===== src/rtl/mux21_arbiter_pkg.sv =====
// Shared types and constants for the two-requester mux select arbiter.
package mux21_arb_pkg;

    // Arbiter states: nobody owns the mux, or requester 0/1 owns it.
    typedef enum logic [1:0] {
        IDLE = 2'd0,
        G0   = 2'd1,
        G1   = 2'd2
    } arbState_t;

    // One-hot grant encodings returned to the requesters.
    localparam logic [1:0] GNT_NONE = 2'b00;
    localparam logic [1:0] GNT_0    = 2'b01;
    localparam logic [1:0] GNT_1    = 2'b10;

    // Default burst counter width; must hold MAX_BURST-1 with room to saturate.
    localparam int DEFAULT_CNT_W = 8;

    // Grant vector implied by a state; a state can never map to 2'b11.
    function automatic logic [1:0] stateToGnt(arbState_t s);
        case (s)
            G0:      return GNT_0;
            G1:      return GNT_1;
            default: return GNT_NONE;
        endcase
    endfunction

endpackage


===== src/rtl/mux21_arbiter_if.sv =====
// Request/grant bundle between the arbiter and its two requesters.
interface mux21_arbiter_if
    import mux21_arb_pkg::*;
#(
    parameter int CNT_W = DEFAULT_CNT_W
);
    logic [1:0]       req;
    logic [1:0]       gnt;
    logic             sel;
    logic             busy;
    logic [CNT_W-1:0] burst_cnt;

    // Arbiter side: consumes requests, drives grant, select and status.
    modport master (input req, output gnt, sel, busy, burst_cnt);
    // Requester side: drives requests, observes grant, select and status.
    modport slave  (output req, input gnt, sel, busy, burst_cnt);
endinterface


===== src/rtl/mux21_arbiter_burst_counter.sv =====
// Saturating up-counter with synchronous clear and enable; counts how long
// the current owner has held a shared resource.
module burst_counter #(
    parameter int CNT_W = 8
) (
    input  logic             clk,
    input  logic             rst,
    input  logic             clear,
    input  logic             enable,
    output logic [CNT_W-1:0] count
);

    // Clear wins over enable; counting stops at all-ones instead of wrapping.
    always_ff @(posedge clk) begin
        // NOTE: registers are written with <= so every flop samples its inputs
        // from the same edge, independent of statement order.
        if (rst || clear) begin
            count <= '0;
        end else if (enable && (count != '1)) begin
            count <= count + 1'b1;
        end
    end

endmodule


===== src/rtl/mux21_arbiter.sv =====
// Round-robin arbiter for two level requesters sharing Mux21. Issues a
// registered one-hot grant, drives the mux select, and forces a handover
// after MAX_BURST contended cycles so neither side starves.
module mux21_arbiter
    import mux21_arb_pkg::*;
#(
    parameter int MAX_BURST = 4,
    parameter int CNT_W     = DEFAULT_CNT_W
) (
    input  logic                   clk,
    input  logic                   rst,
    mux21_arbiter_if.master        bus
);

    arbState_t        state;
    arbState_t        nextState;
    logic             lastOwner;
    logic             selReg;
    logic             stayGrant;
    logic             atLimit;
    logic [CNT_W-1:0] burstCnt;

    // Burst length: cleared on every grant entry and in idle, advanced while
    // the current owner keeps the grant.
    burst_counter #(
        .CNT_W (CNT_W)
    ) u_burst_counter (
        .clk    (clk),
        .rst    (rst),
        .clear  (!stayGrant),
        .enable (stayGrant),
        .count  (burstCnt)
    );

    // Next-state arbitration: release, contention limit and round-robin tie break.
    always_comb begin
        // NOTE: every signal assigned here gets a default first, so no path
        // through the case can leave it unassigned and infer a latch.
        nextState = state;
        stayGrant = 1'b0;
        // A saturated uncontended burst is already past the limit, so the
        // comparison is >= rather than ==.
        atLimit   = (burstCnt >= CNT_W'(MAX_BURST - 1));

        case (state)
            IDLE: begin
                if (bus.req == 2'b11) begin
                    nextState = lastOwner ? G0 : G1;
                end else if (bus.req[0]) begin
                    nextState = G0;
                end else if (bus.req[1]) begin
                    nextState = G1;
                end
            end
            G0: begin
                if (!bus.req[0]) begin
                    nextState = bus.req[1] ? G1 : IDLE;
                end else if (bus.req[1] && atLimit) begin
                    nextState = G1;
                end else begin
                    stayGrant = 1'b1;
                end
            end
            G1: begin
                if (!bus.req[1]) begin
                    nextState = bus.req[0] ? G0 : IDLE;
                end else if (bus.req[0] && atLimit) begin
                    nextState = G0;
                end else begin
                    stayGrant = 1'b1;
                end
            end
            default: nextState = IDLE;
        endcase
    end

    // State, priority pointer and select registers; the select holds in idle.
    always_ff @(posedge clk) begin
        if (rst) begin
            state     <= IDLE;
            lastOwner <= 1'b1;
            selReg    <= 1'b0;
        end else begin
            state <= nextState;
            if (nextState == G0) begin
                lastOwner <= 1'b0;
                selReg    <= 1'b0;
            end else if (nextState == G1) begin
                lastOwner <= 1'b1;
                selReg    <= 1'b1;
            end
        end
    end

    assign bus.gnt       = stateToGnt(state);
    assign bus.sel       = selReg;
    assign bus.busy      = (state != IDLE);
    assign bus.burst_cnt = burstCnt;

endmodule


===== src/flat_wrapper.sv =====
// flat-port wrapper written by rule: the top's interface ports become plain ports
module mux21_arbiter_flat import mux21_arb_pkg::*;
#(
    parameter int MAX_BURST = 4,
    parameter int CNT_W     = DEFAULT_CNT_W
)
  (clk, rst, bus_req, bus_gnt, bus_sel, bus_busy, bus_burst_cnt);
  mux21_arbiter_if #(.CNT_W(CNT_W)) bus_i ();
  input  logic clk;
  input  logic rst;
  input wire logic [$bits(bus_i.req)-1:0] bus_req;
  output wire logic [$bits(bus_i.gnt)-1:0] bus_gnt;
  output wire logic [$bits(bus_i.sel)-1:0] bus_sel;
  output wire logic [$bits(bus_i.busy)-1:0] bus_busy;
  output wire logic [$bits(bus_i.burst_cnt)-1:0] bus_burst_cnt;
  assign bus_i.req = bus_req;
  assign bus_gnt = bus_i.gnt;
  assign bus_sel = bus_i.sel;
  assign bus_busy = bus_i.busy;
  assign bus_burst_cnt = bus_i.burst_cnt;
  mux21_arbiter #(.MAX_BURST(MAX_BURST), .CNT_W(CNT_W)) u_core (.clk(clk), .rst(rst), .bus(bus_i));
endmodule

===== config.mk =====
export PLATFORM = sky130hd
export DESIGN_NAME = mux21_arbiter_flat
export DESIGN_NICKNAME = d
export VERILOG_FILES = /design/src/rtl/mux21_arbiter_pkg.sv /design/src/rtl/mux21_arbiter_if.sv /design/src/rtl/mux21_arbiter_burst_counter.sv /design/src/rtl/mux21_arbiter.sv /design/src/flat_wrapper.sv
export SDC_FILE = /design/constraint.sdc
export NUM_CORES = 1
export LEC_CHECK = 0
export CELL_PAD_IN_SITES_DETAIL_PLACEMENT = 0
export CELL_PAD_IN_SITES_GLOBAL_PLACEMENT = 1
export CORE_AREA = 2 2 50 52
export CTS_CLUSTER_DIAMETER = 40
export DETAILED_ROUTE_END_ITERATION = 6
export DIE_AREA = 0 0 52 54
export GPL_TIMING_DRIVEN = 0
export PLACE_DENSITY = 0.86
export SYNTH_ARGS = -nofsm -noshare
export SYNTH_HDL_FRONTEND = slang
export SYNTH_SLANG_ARGS = --single-unit

===== constraint.sdc =====
create_clock -name clk -period 3 [get_ports clk]
set_clock_uncertainty 0.2 [all_clocks]
set_input_delay 0.6 -clock clk [delete_from_list [all_inputs] [get_ports clk]]
set_output_delay 0.6 -clock clk [all_outputs]
set_load 0.03 [all_outputs]

Word-level counts from Yosys, hierarchy flattened
Cells that the tools add are included.
{"block": "classes", "n_addsub": 1, "n_reduce_logical": 9, "mux": 19, "order_cmp": 1, "n_eq_ne": 6}
{"op": "$mux 2", "count": 9}
{"op": "$add 8x1->8 const B", "count": 1}
{"op": "$ge 8x2->1 const B", "count": 1}
{"op": "$ne 8x8->1 const B", "count": 1}
{"op": "$mux 1", "count": 7}
{"op": "$eq 2x2->1 const B", "count": 3}
{"op": "$pmux 2 s3", "count": 1}
{"op": "$eq 2x1->1 const B", "count": 2}
{"op": "$pmux 2 s2", "count": 1}
{"op": "$reduce_bool 2->1", "count": 2}
{"op": "$logic_and 1x1->1", "count": 3}
{"op": "$logic_not 2->1", "count": 1}
{"op": "$pmux 1 s2", "count": 1}
{"op": "$reduce_or 2->1", "count": 1}
{"op": "$logic_not 1->1", "count": 1}
{"op": "$logic_or 1x1->1", "count": 1}
{"block": "totals", "reg_bits": 12, "out_inout_bits": 12}

Longest topological paths before layout
Gate-level depths: netlist of run 1.
{"block": "depth", "word_depth": 8, "ltp_mapped": 10, "mapped_depth_nobuf": 10}

Cells and area by module
Synthesis of run 1 repeated with hierarchy kept, for this count alone.
{"block": "unflattened", "cells_unflattened": 100, "hier_area_um2": 875.8}
{"mod": "mux21_arbiter", "n_inst": 1, "seq_area_each_um2": 80.1, "area_each_um2": 454.2, "cells_per_inst": 52}
{"mod": "burst_counter", "n_inst": 1, "seq_area_each_um2": 160.2, "area_each_um2": 421.7, "cells_per_inst": 48}

Worst setup path before layout of run 1
Ideal clock, no wire load.
{"block": "synth_timing", "path_kind": "register to register", "startpoint": "register u_core.u_burst_counter.count[0]", "endpoint": "register u_core.lastOwner", "t_arrival_ns": 2.474, "n_path_buf": 1, "setup_slack_ns": 0.209, "setup_time_ns": 0.117, "stages_incl_launch_ff": 9, "required_time_ns": 2.683, "cell_sequence": "dfxtp_1 ha_1 clkbuf_1 or4_4 or4b_1 a32oi_2 ha_1 mux2i_1 nand2b_1"}
{"block": "synth_via", "elab_chain_len": 7}
{"item": "from (decl)", "line_no": "mux21_arbiter_burst_counter.sv:10", "source": "output logic [CNT_W-1:0] count"}
{"item": "from (signal assigned)", "line_no": "mux21_arbiter_burst_counter.sv:20", "source": "count <= count + 1'b1;"}
{"item": "$ge 8x2->1 (*)", "line_no": "mux21_arbiter.sv:43", "source": "atLimit = (burstCnt >= CNT_W'(MAX_BURST - 1));"}
{"item": "$logic_and 1x1->1 (on tied branches)", "line_no": "mux21_arbiter.sv:67, mux21_arbiter.sv:58"}
{"item": "$mux 2 (on tied branches)", "line_no": "mux21_arbiter.sv:67, mux21_arbiter.sv:58"}
{"item": "$mux 2 (on tied branches)", "line_no": "mux21_arbiter.sv:65, mux21_arbiter.sv:56"}
{"item": "$pmux 2 s3 (*)", "line_no": "mux21_arbiter.sv:45", "source": "case (state)"}
{"item": "$eq 2x1->1 / $eq 2x2->1 (equally long branches)", "line_no": "mux21_arbiter.sv:85, mux21_arbiter.sv:88"}
{"item": "$mux 1 / $reduce_bool 2->1 (equally long branches)"}
{"item": "to (signal assigned)", "line_no": "mux21_arbiter.sv:81", "source": "lastOwner <= 1'b1;"}
{"item": "to (signal assigned)", "line_no": "mux21_arbiter.sv:86", "source": "lastOwner <= 1'b0;"}
{"item": "to (signal assigned)", "line_no": "mux21_arbiter.sv:89", "source": "lastOwner <= 1'b1;"}
{"item": "to (decl)", "line_no": "mux21_arbiter.sv:17", "source": "logic lastOwner;"}
Mark *: on every way between the ends. The rest lies on a longest branch, timed or not.
A chain may end at the register's enable or synchronous reset.

Worst setup path after layout of run 1
Same ends and word-level chain as after synthesis.

==> impl_summary.txt, run 1 <==
----------------------------------------------------
[Floorplan]
  Die Area ... roughly 2800 um^2
  Die height ... ~54 um
  I/O Pins ... 16
  Horiz. Die Dim ... 52 um
  Floorplan row count ... 18
  Core box area ... 2320 um^2
  Initial core utilization ... 0.350

[Timing]
  Max-Slew Margin vs Limit ... 0.785
  Max Clock Freq ... 355 MHz
  Unrepaired setup endpoints after global routing ... no
  Final number of setup-violating endpoints ... 0
  Count of final max-slew check failures ... 0
  Min setup slack post-route ... roughly 0.19 ns
  Final worst path period share ... 0.938
  Clock period minus worst slack ... between 2 and 3 ns
  Setup TNS ... 0 ns
  Hold Fails Final Rpt ... 0
  Transition time of the tightest slew-check pin ... 0.322 ns

[Clocking]
  Clock latency on the worst-skew pair ... 0.27 ns
  H-tree level count ... 1
  CTS clock-pin slew for the worst setup and hold paths ... 0.08 ns
  Hold-fix buffer count after cts ... 0
  Total of cells resized after clock tree synthesis ... 0
  Clock buffer depth ... 2
  Clock Tree Root ... sky130_fd_sc_hd__clkbuf_4
  # clock sinks ... 12
  TritonCTS buffer count ... 3
  Clock tree from TritonCTS ... done
  Setup Buffers After CTS ... 0

[Setup path]
  Arr. time, crit path ... 2.78 ns
  Beginning of the worst register-to-register path ... u_core.u_burst_counter.count[0]
  Kind of critical path ... reg2reg
  Kind of cell adding the most delay to the critical path ... simple AND/OR/NAND/NOR gates
  Buf/Inv on CP ... 1
  Setup crit end kind ... flop
  Worst reg-to-reg setup slack ... 0.19 ns
  Highest-delay cell along the critical path ... sky130_fd_sc_hd__or4b_1
  Critical path startpoint category ... flop
  CP cell instances ... ha_1 -> clkbuf_1 -> or4_4 -> or4b_1 -> a32oi_2 -> ha_1 -> mux2i_1 -> nand2b_1
  Max FO, Critical Path ... 8
  Crit-path most repeated cell ... sky130_fd_sc_hd__ha_1
  Largest stage delay, worst path ... approximately 0.53 ns
  Critical path launch point ... u_core.u_burst_counter.count[0]
  Endpoint required time on the critical path ... about 3 ns

[Power and ir drop]
  Power Internal ... 298 uW
  Fraction of power consumed by sequential logic ... 0.410
  Clk pwr share ... 0.293
  Max rail drop VDD ... 0.000300 V
  Sw Pwr ... 138 uW
  Pleak ... between 0.0003 and 0.0004 uW
  Combinational share of power ... 0.297
  Power density of the placed cells ... 425 nW/um^2
  Switching fraction of total power ... 0.316

[Synthesis]
  Number of standard cells after synthesis ... 97
  Count of cell types in the netlist ... 35
  Post-synthesis net count ... ~110
  #FFs+latches synth ... 12
  Mux cell area share after synthesis ... 0.0370
  Xor and xnor fraction of the mapped netlist area ... 0.0324
  Synthesized-area fraction occupied by ao, oa, aoi and oai cells ... 0.186
  Fraction of the yosys area taken by sequential cells ... 0.296
  Basic-gate share of the synthesized area counting and, or, nand and nor cells ... 0.265
  Dominant combinational cell family by area after synthesis ... simple AND/OR/NAND/NOR gates
  Average cell area after synthesis ... 8.37 um^2
  Share of synthesized cell area in full adder, half adder and majority cells ... 0.123
  Yosys warnings ... 0
  Netlist area before placement ... 812 um^2

[Job]
  Count of maximum capacitance violations ... 0

[Cells and area]
  Sequential Area ... about 240 um^2
  Relative area change from synthesis to final layout ... 26.3%
  Fraction of layout instances using a drive strength above 1 ... 0.0957
  Area used by multi-input combinational logic ... approximately 520 um^2
  Final nets ... approximately 130
  Final core utilization ... 0.442
  Count of antenna diodes in the layout ... 0
  Number of fill cells in the layout ... 225

[GRT]
  Via count of the first global-routing pass ... a little over 700
  Number of antenna violations at the first check in global routing ... 0
  Pin count of the biggest net entering global routing ... 10
  Overflow after GRT ... 0
  Global router's overall resource usage ... 0.140
  Wire length of the first global-routing pass ... 2.95 mm

[Drt]
  Number of remaining DRC errors ... 0
  Vias/cell ... 5.13
  Router iterations before antenna repair ... 4
  Total detailed-routing wirelength ... 1.66 mm
  Detail Route Antenna Nets ... 0
  Number of DRC markers after the initial detailed-route iteration ... 10
  Mean routed wirelength per cell ... ~11 um
  Via total after detailed routing ... 744

[Placement]
  Port buffer count ... 14
  Placer congestion estimate ... approximately 0.84
  Pre-CTS WS ... about 0.21 ns
  Half-perimeter wire length after detailed placement ... between 1 and 1.5 mm

[Worst hold path]
  Path category of the worst min-delay check ... reg2reg
  Launch instance of the worst min-delay path ... u_core.bus.sel

[Run status]
  Run status ... finished, final reports clean

----------------------------------------------------
[layer usage]
layer  GRT usage  up-vias  routed length (um)
met4      0.0921        0                  25
met2       0.226       11                 808
met5           0        -                   0
met3      0.0306        2                  46
met1       0.168      345                 779
li1            -      386                   -
[cells in the final DEF (no fill, tap or decap), drive strengths merged, types with 3 or more instances in the layout]
cell type / netlist / layout
a21oi: 5 / 5
clkbuf: 1 / 5
clkdlybuf4s50: 0 / 14
dfxtp: 12 / 12
ha: 8 / 8
inv: 8 / 8
mux2i: 3 / 3
nand2: 5 / 5
nand2b: 3 / 3
nand3: 5 / 5
nor2: 15 / 15
nor3: 5 / 5
xnor2: 3 / 3
[sequential cells by signal, indices dropped and copies added (netlist names)]
signal / count
u_core.bus.sel: 1
u_core.lastOwner: 1
u_core.state: 2
u_core.u_burst_counter.count: 8
[cell families after synthesis]
group | Yosys count
adders and majority gates | 8
DFF | 12
muxes | 3
AOI/OAI and AO/OA | 19
xor gates and xnor gates | 3
and+or+nand+nor | 41
buffers and inverters | 11
[synthesized netlist by cell type (all sizes together)]
cell type	instances	area [um^2]
a21oi	5	25.0
ha	8	100
mux2i	3	30.0
a32oi	2	25.0
nand3	5	25.0
or2	1	6.26
a21o	1	7.51
a311o	1	20.0
o32ai	1	8.76
a31oi	1	6.26
nor2b	1	6.26
xnor2	3	26.3
or4b	1	10.0
a22oi	1	7.51
o311ai	1	8.76
o21ai	2	10.0
and4	1	8.76
nand2b	3	18.8
a211oi	2	20.0
or3	1	6.26
inv	8	30.0
nand4	2	12.5
dfxtp	12	240
clkbuf	1	3.75
or4	1	11.3
nor3	5	35.0
nor2	15	56.3
o22ai	2	12.5
buf	2	15.0
nand2	5	18.8
[final cells by class]
class | count | share of cell area
multi-input combinational | 74 | 0.510
sequential | 12 | 0.234
timing repair buffer | 14 | 0.137
tap | 30 | 0.0366
clock buffer | 4 | 0.0354
inverter | 8 | 0.0293
buffer | 3 | 0.0183
[tightest hold or removal path, stage by stage (launching register included)]
cell and delay, ns:
sky130_fd_sc_hd__dfxtp_1 0.32, sky130_fd_sc_hd__nor2_1 0.10, sky130_fd_sc_hd__nor3_1 0.05
[power by group through the flow]
stage               clock network [uW]  logic, uW  registers (uW)
floorplan                            0       90.7             184
global placement                     0        127             182
detailed placement                   0        129             182
CTS                                132        130             179
global route                       143        145             180
finish                             128        129             179
[per-stage QoR]
step | instances | hold WS [ns] | total power, uW | area [um^2]
detailed placement | 141 | 0.294 | 312 | 990
global placement | 141 | 0.283 | 309 | 990
CTS | 145 | 0.313 | 441 | 1030
finish | 145 | 0.308 | 436 | 1030
global route | 145 | 0.324 | 468 | 1030
floorplan | 97 | 0.272 | 275 | 812
[path summary, 6_finish.rpt]
kind                       to  depth (start not counted)
max reg2reg  u_core.lastOwner                          8
min            u_core.bus.sel                          2
max          u_core.lastOwner                          8
min reg2reg    u_core.bus.sel                          2
(Power assumes the default switching activity.)
==> inputs of run 2 (changes only) <==
Settings changed: CORE_AREA 2 2 50 52 to 2 2 59 45, DIE_AREA 0 0 52 54 to 0 0 61 47, PLACE_DENSITY 0.86 to 0.85.
==> run 2 against run 1 <==
Against the previous run:
- hold slack got worse by 0.0029 ns
- routed wire length barely moved
- die area rose by 2.1%
- count of clock-buffer cells in the layout did not move
- combinational power barely moved
- clock power barely moved
- first-iteration DRC count rose by 100%
- register-to-register slack improved by 0.06 ns
- critical path depth fell by 1
- largest cell class unchanged
==> impl_summary.txt, run 2 (synthesis results as in run 1) <==
----------------------------------------------------
[Timing]
  Transition time of the tightest slew-check pin ... 0.309 ns (was 0.322 ns)
  Setup TNS ... 0 ns (unchanged)
  Hold Fails Final Rpt ... 0 (unchanged)
  Unrepaired setup endpoints after global routing ... no (unchanged)
  Count of final max-slew check failures ... 0 (unchanged)
  Clock period minus worst slack ... 2.76 ns (was 2.81 ns)
  Final number of setup-violating endpoints ... 0 (unchanged)
  Final worst path period share ... 0.919 (was 0.938)
  Max Clock Freq ... 363 MHz (was 355 MHz)
  Max-Slew Margin vs Limit ... 0.791 (was 0.785)
  Tightest hold margin ... 0.305 ns (was 0.308 ns)

[Setup path]
  Kind of critical path ... reg2reg (unchanged)
  Endpoint required time on the critical path ... 2.96 ns (about the same)
  Setup crit end kind ... flop (unchanged)
  Highest-delay cell along the critical path ... sky130_fd_sc_hd__or4b_1 (unchanged)
  CP cell instances ... ha_1 -> or4_4 -> or4b_1 -> a32oi_2 -> ha_1 -> mux2i_1 -> nand2b_1 (was ha_1 -> clkbuf_1 -> or4_4 -> or4b_1 -> a32oi_2 -> ha_1 -> mux2i_1 -> nand2b_1)
  Kind of cell adding the most delay to the critical path ... simple AND/OR/NAND/NOR gates (unchanged)
  Crit-path most repeated cell ... sky130_fd_sc_hd__ha_1 (unchanged)
  Buf/Inv on CP ... 0 (was 1)
  Arr. time, crit path ... 2.72 ns (was 2.78 ns)
  Largest stage delay, worst path ... 0.55 ns (was 0.53 ns)
  Worst r2r path cells ... 7 (was 8)
  Critical path startpoint category ... flop (unchanged)
  Max FO, Critical Path ... 8 (unchanged)
  CP Depth ... 7 (was 8)

[Cells and area]
  Sequential Area ... 240 um^2 (unchanged)
  Top flop regs ... u_core.u_burst_counter.count: 8 flops, u_core.state: 2 flops (unchanged)
  Number of fill cells in the layout ... 218 (was 225)
  Final nets ... 127 (was 128)
  Area used by multi-input combinational logic ... 523 um^2 (unchanged)
  Final core utilization ... 0.445 (was 0.442)
  Relative area change from synthesis to final layout ... 26.5% (was 26.3%)
  Flip-flop count of the largest register, all copies and words added ... 8 (unchanged)
  Most flops, register ... u_core.u_burst_counter.count (unchanged)
  Most common library cell in the layout ignoring fill and taps ... sky130_fd_sc_hd__nor2_1 (unchanged)
  Fraction of layout instances using a drive strength above 1 ... 0.0965 (was 0.0957)
  Leading cell types in the layout, fill and taps excluded ... 15 x sky130_fd_sc_hd__nor2_1, 14 x sky130_fd_sc_hd__clkdlybuf4s50_1, 12 x sky130_fd_sc_hd__dfxtp_1 (unchanged)
  Count of antenna diodes in the layout ... 0 (unchanged)

[Worst hold path]
  Path category of the worst min-delay check ... reg2reg (unchanged)
  Hold Crit Depth ... 2 (unchanged)

[Clocking]
  CTS clock-pin slew for the worst setup and hold paths ... 0.07 ns (was 0.08 ns)
  H-tree level count ... 1 (unchanged)
  Clock buffer depth ... 2 (unchanged)
  Setup Buffers After CTS ... 0 (unchanged)
  Clock latency on the worst-skew pair ... 0.27 ns (about the same)
  TritonCTS buffer count ... 3 (unchanged)
  # clock sinks ... 12 (unchanged)
  Hold-fix buffer count after cts ... 0 (unchanged)
  Total of cells resized after clock tree synthesis ... 0 (unchanged)
  Clock Tree Root ... sky130_fd_sc_hd__clkbuf_4 (unchanged)
  Clock tree from TritonCTS ... done (unchanged)

[GRT]
  Wire length of the first global-routing pass ... 2.80 mm (was 2.95 mm)
  Overflow after GRT ... 0 (unchanged)
  Pin count of the biggest net entering global routing ... 10 (unchanged)
  Via count of the first global-routing pass ... 638 (was 709)
  Number of antenna violations at the first check in global routing ... 0 (unchanged)
  Global router's overall resource usage ... 0.133 (was 0.140)

[Drt]
  Via total after detailed routing ... 733 (was 744)
  Number of DRC markers after the initial detailed-route iteration ... 20 (was 10)
  Vias/cell ... 4.95 (was 5.13)
  Mean routed wirelength per cell ... 11.2 um (was 11.4 um)
  Total detailed-routing wirelength ... 1.66 mm (about the same)
  Router iterations before antenna repair ... 4 (unchanged)
  Detail Route Antenna Nets ... 0 (unchanged)
  Detailed-routing wirelength on met1 ... 872 um (was 779 um)
  Number of remaining DRC errors ... 0 (unchanged)
  Uppermost layer routed ... met4 (unchanged)
  Detailed-routed wire length on met3 ... 40 um (was 46 um)
  WL met2 ... 728 um (was 808 um)

[Power and ir drop]
  Combinational share of power ... 0.300 (was 0.297)
  Max rail drop VDD ... 0.000274 V (was 0.000300 V)
  Power Internal ... 298 uW (about the same)
  Clk pwr share ... 0.293 (about the same)
  Sw Pwr ... 140 uW (was 138 uW)
  Fraction of power consumed by sequential logic ... 0.407 (was 0.410)
  Switching fraction of total power ... 0.320 (was 0.316)
  Pleak ... 0.000380 uW (was 0.000381 uW)
  Power density of the placed cells ... 427 nW/um^2 (was 425 nW/um^2)

[Floorplan]
  Die height ... 47 um (was 54 um)
  Core box area ... 2310 um^2 (was 2320 um^2)
  Horiz. Die Dim ... 61 um (was 52 um)
  I/O Pins ... 16 (unchanged)
  Initial core utilization ... 0.352 (was 0.350)
  Floorplan row count ... 15 (was 18)
  Die Area ... 2870 um^2 (was 2810 um^2)

[Placement]
  Placer congestion estimate ... 0.827 (was 0.844)
  Half-perimeter wire length after detailed placement ... 1.31 mm (was 1.27 mm)
  Port buffer count ... 14 (unchanged)

[Run status]
  Run status ... finished, final reports clean (unchanged)

[Job]
  Count of maximum capacitance violations ... 0 (unchanged)

----------------------------------------------------
-- run 2: area by class of cell --
type,count,share of cell area
multi-input cells,74,0.509
flip-flops and latches,12,0.234
repair buffers,14,0.136
well taps,34,0.0414
clock buffers,4,0.0353
inverters,8,0.0292
plain buffers,2,0.0146
-- run 2: final timing paths --
path                                                 startpoint               end  slack (ns)
worst max-delay path            u_core.u_burst_counter.count[0]  u_core.lastOwner        0.24
worst min register to register                   u_core.bus.sel    u_core.bus.sel        0.30
worst min-delay path                             u_core.bus.sel    u_core.bus.sel        0.30
worst max register to register  u_core.u_burst_counter.count[0]  u_core.lastOwner        0.24
-- run 2: power groups by stage --
| stage | Combinational, uW | Clock (uW) | Sequential (uW) |
|---|---|---|---|
| global route | 148 | 142 | 180 |
| finish | 132 | 128 | 179 |
| CTS | 132 | 133 | 178 |
| floorplan | 90.7 | 0 | 184 |
| global placement | 128 | 0 | 182 |
| detailed placement | 131 | 0 | 182 |
-- run 2: per-layer routing --
layer  vias to the layer above  global-route usage
li1                        383                   -
met2                        12               0.185
met4                         0              0.0522
met3                         2              0.0331
met5                         -                   0
met1                       336               0.196
-- run 2: tightest hold or removal path: cells and delay by family (launching register included) --
family,cells,cell delay [ns]
flip-flops,1,0.31
AND/OR/NAND/NOR,2,0.15
-- run 2: through the flow --
step	total power, uW	instance area, um^2	std cells	setup WS (ns)
6_report	439	1030	148	0.244
5_1_grt	470	1030	148	0.0710
4_1_cts	443	1030	149	0.121
3_5_place_dp	313	995	145	0.135
3_3_place_gp	310	995	145	0.201
2_1_floorplan	275	812	97	0.209
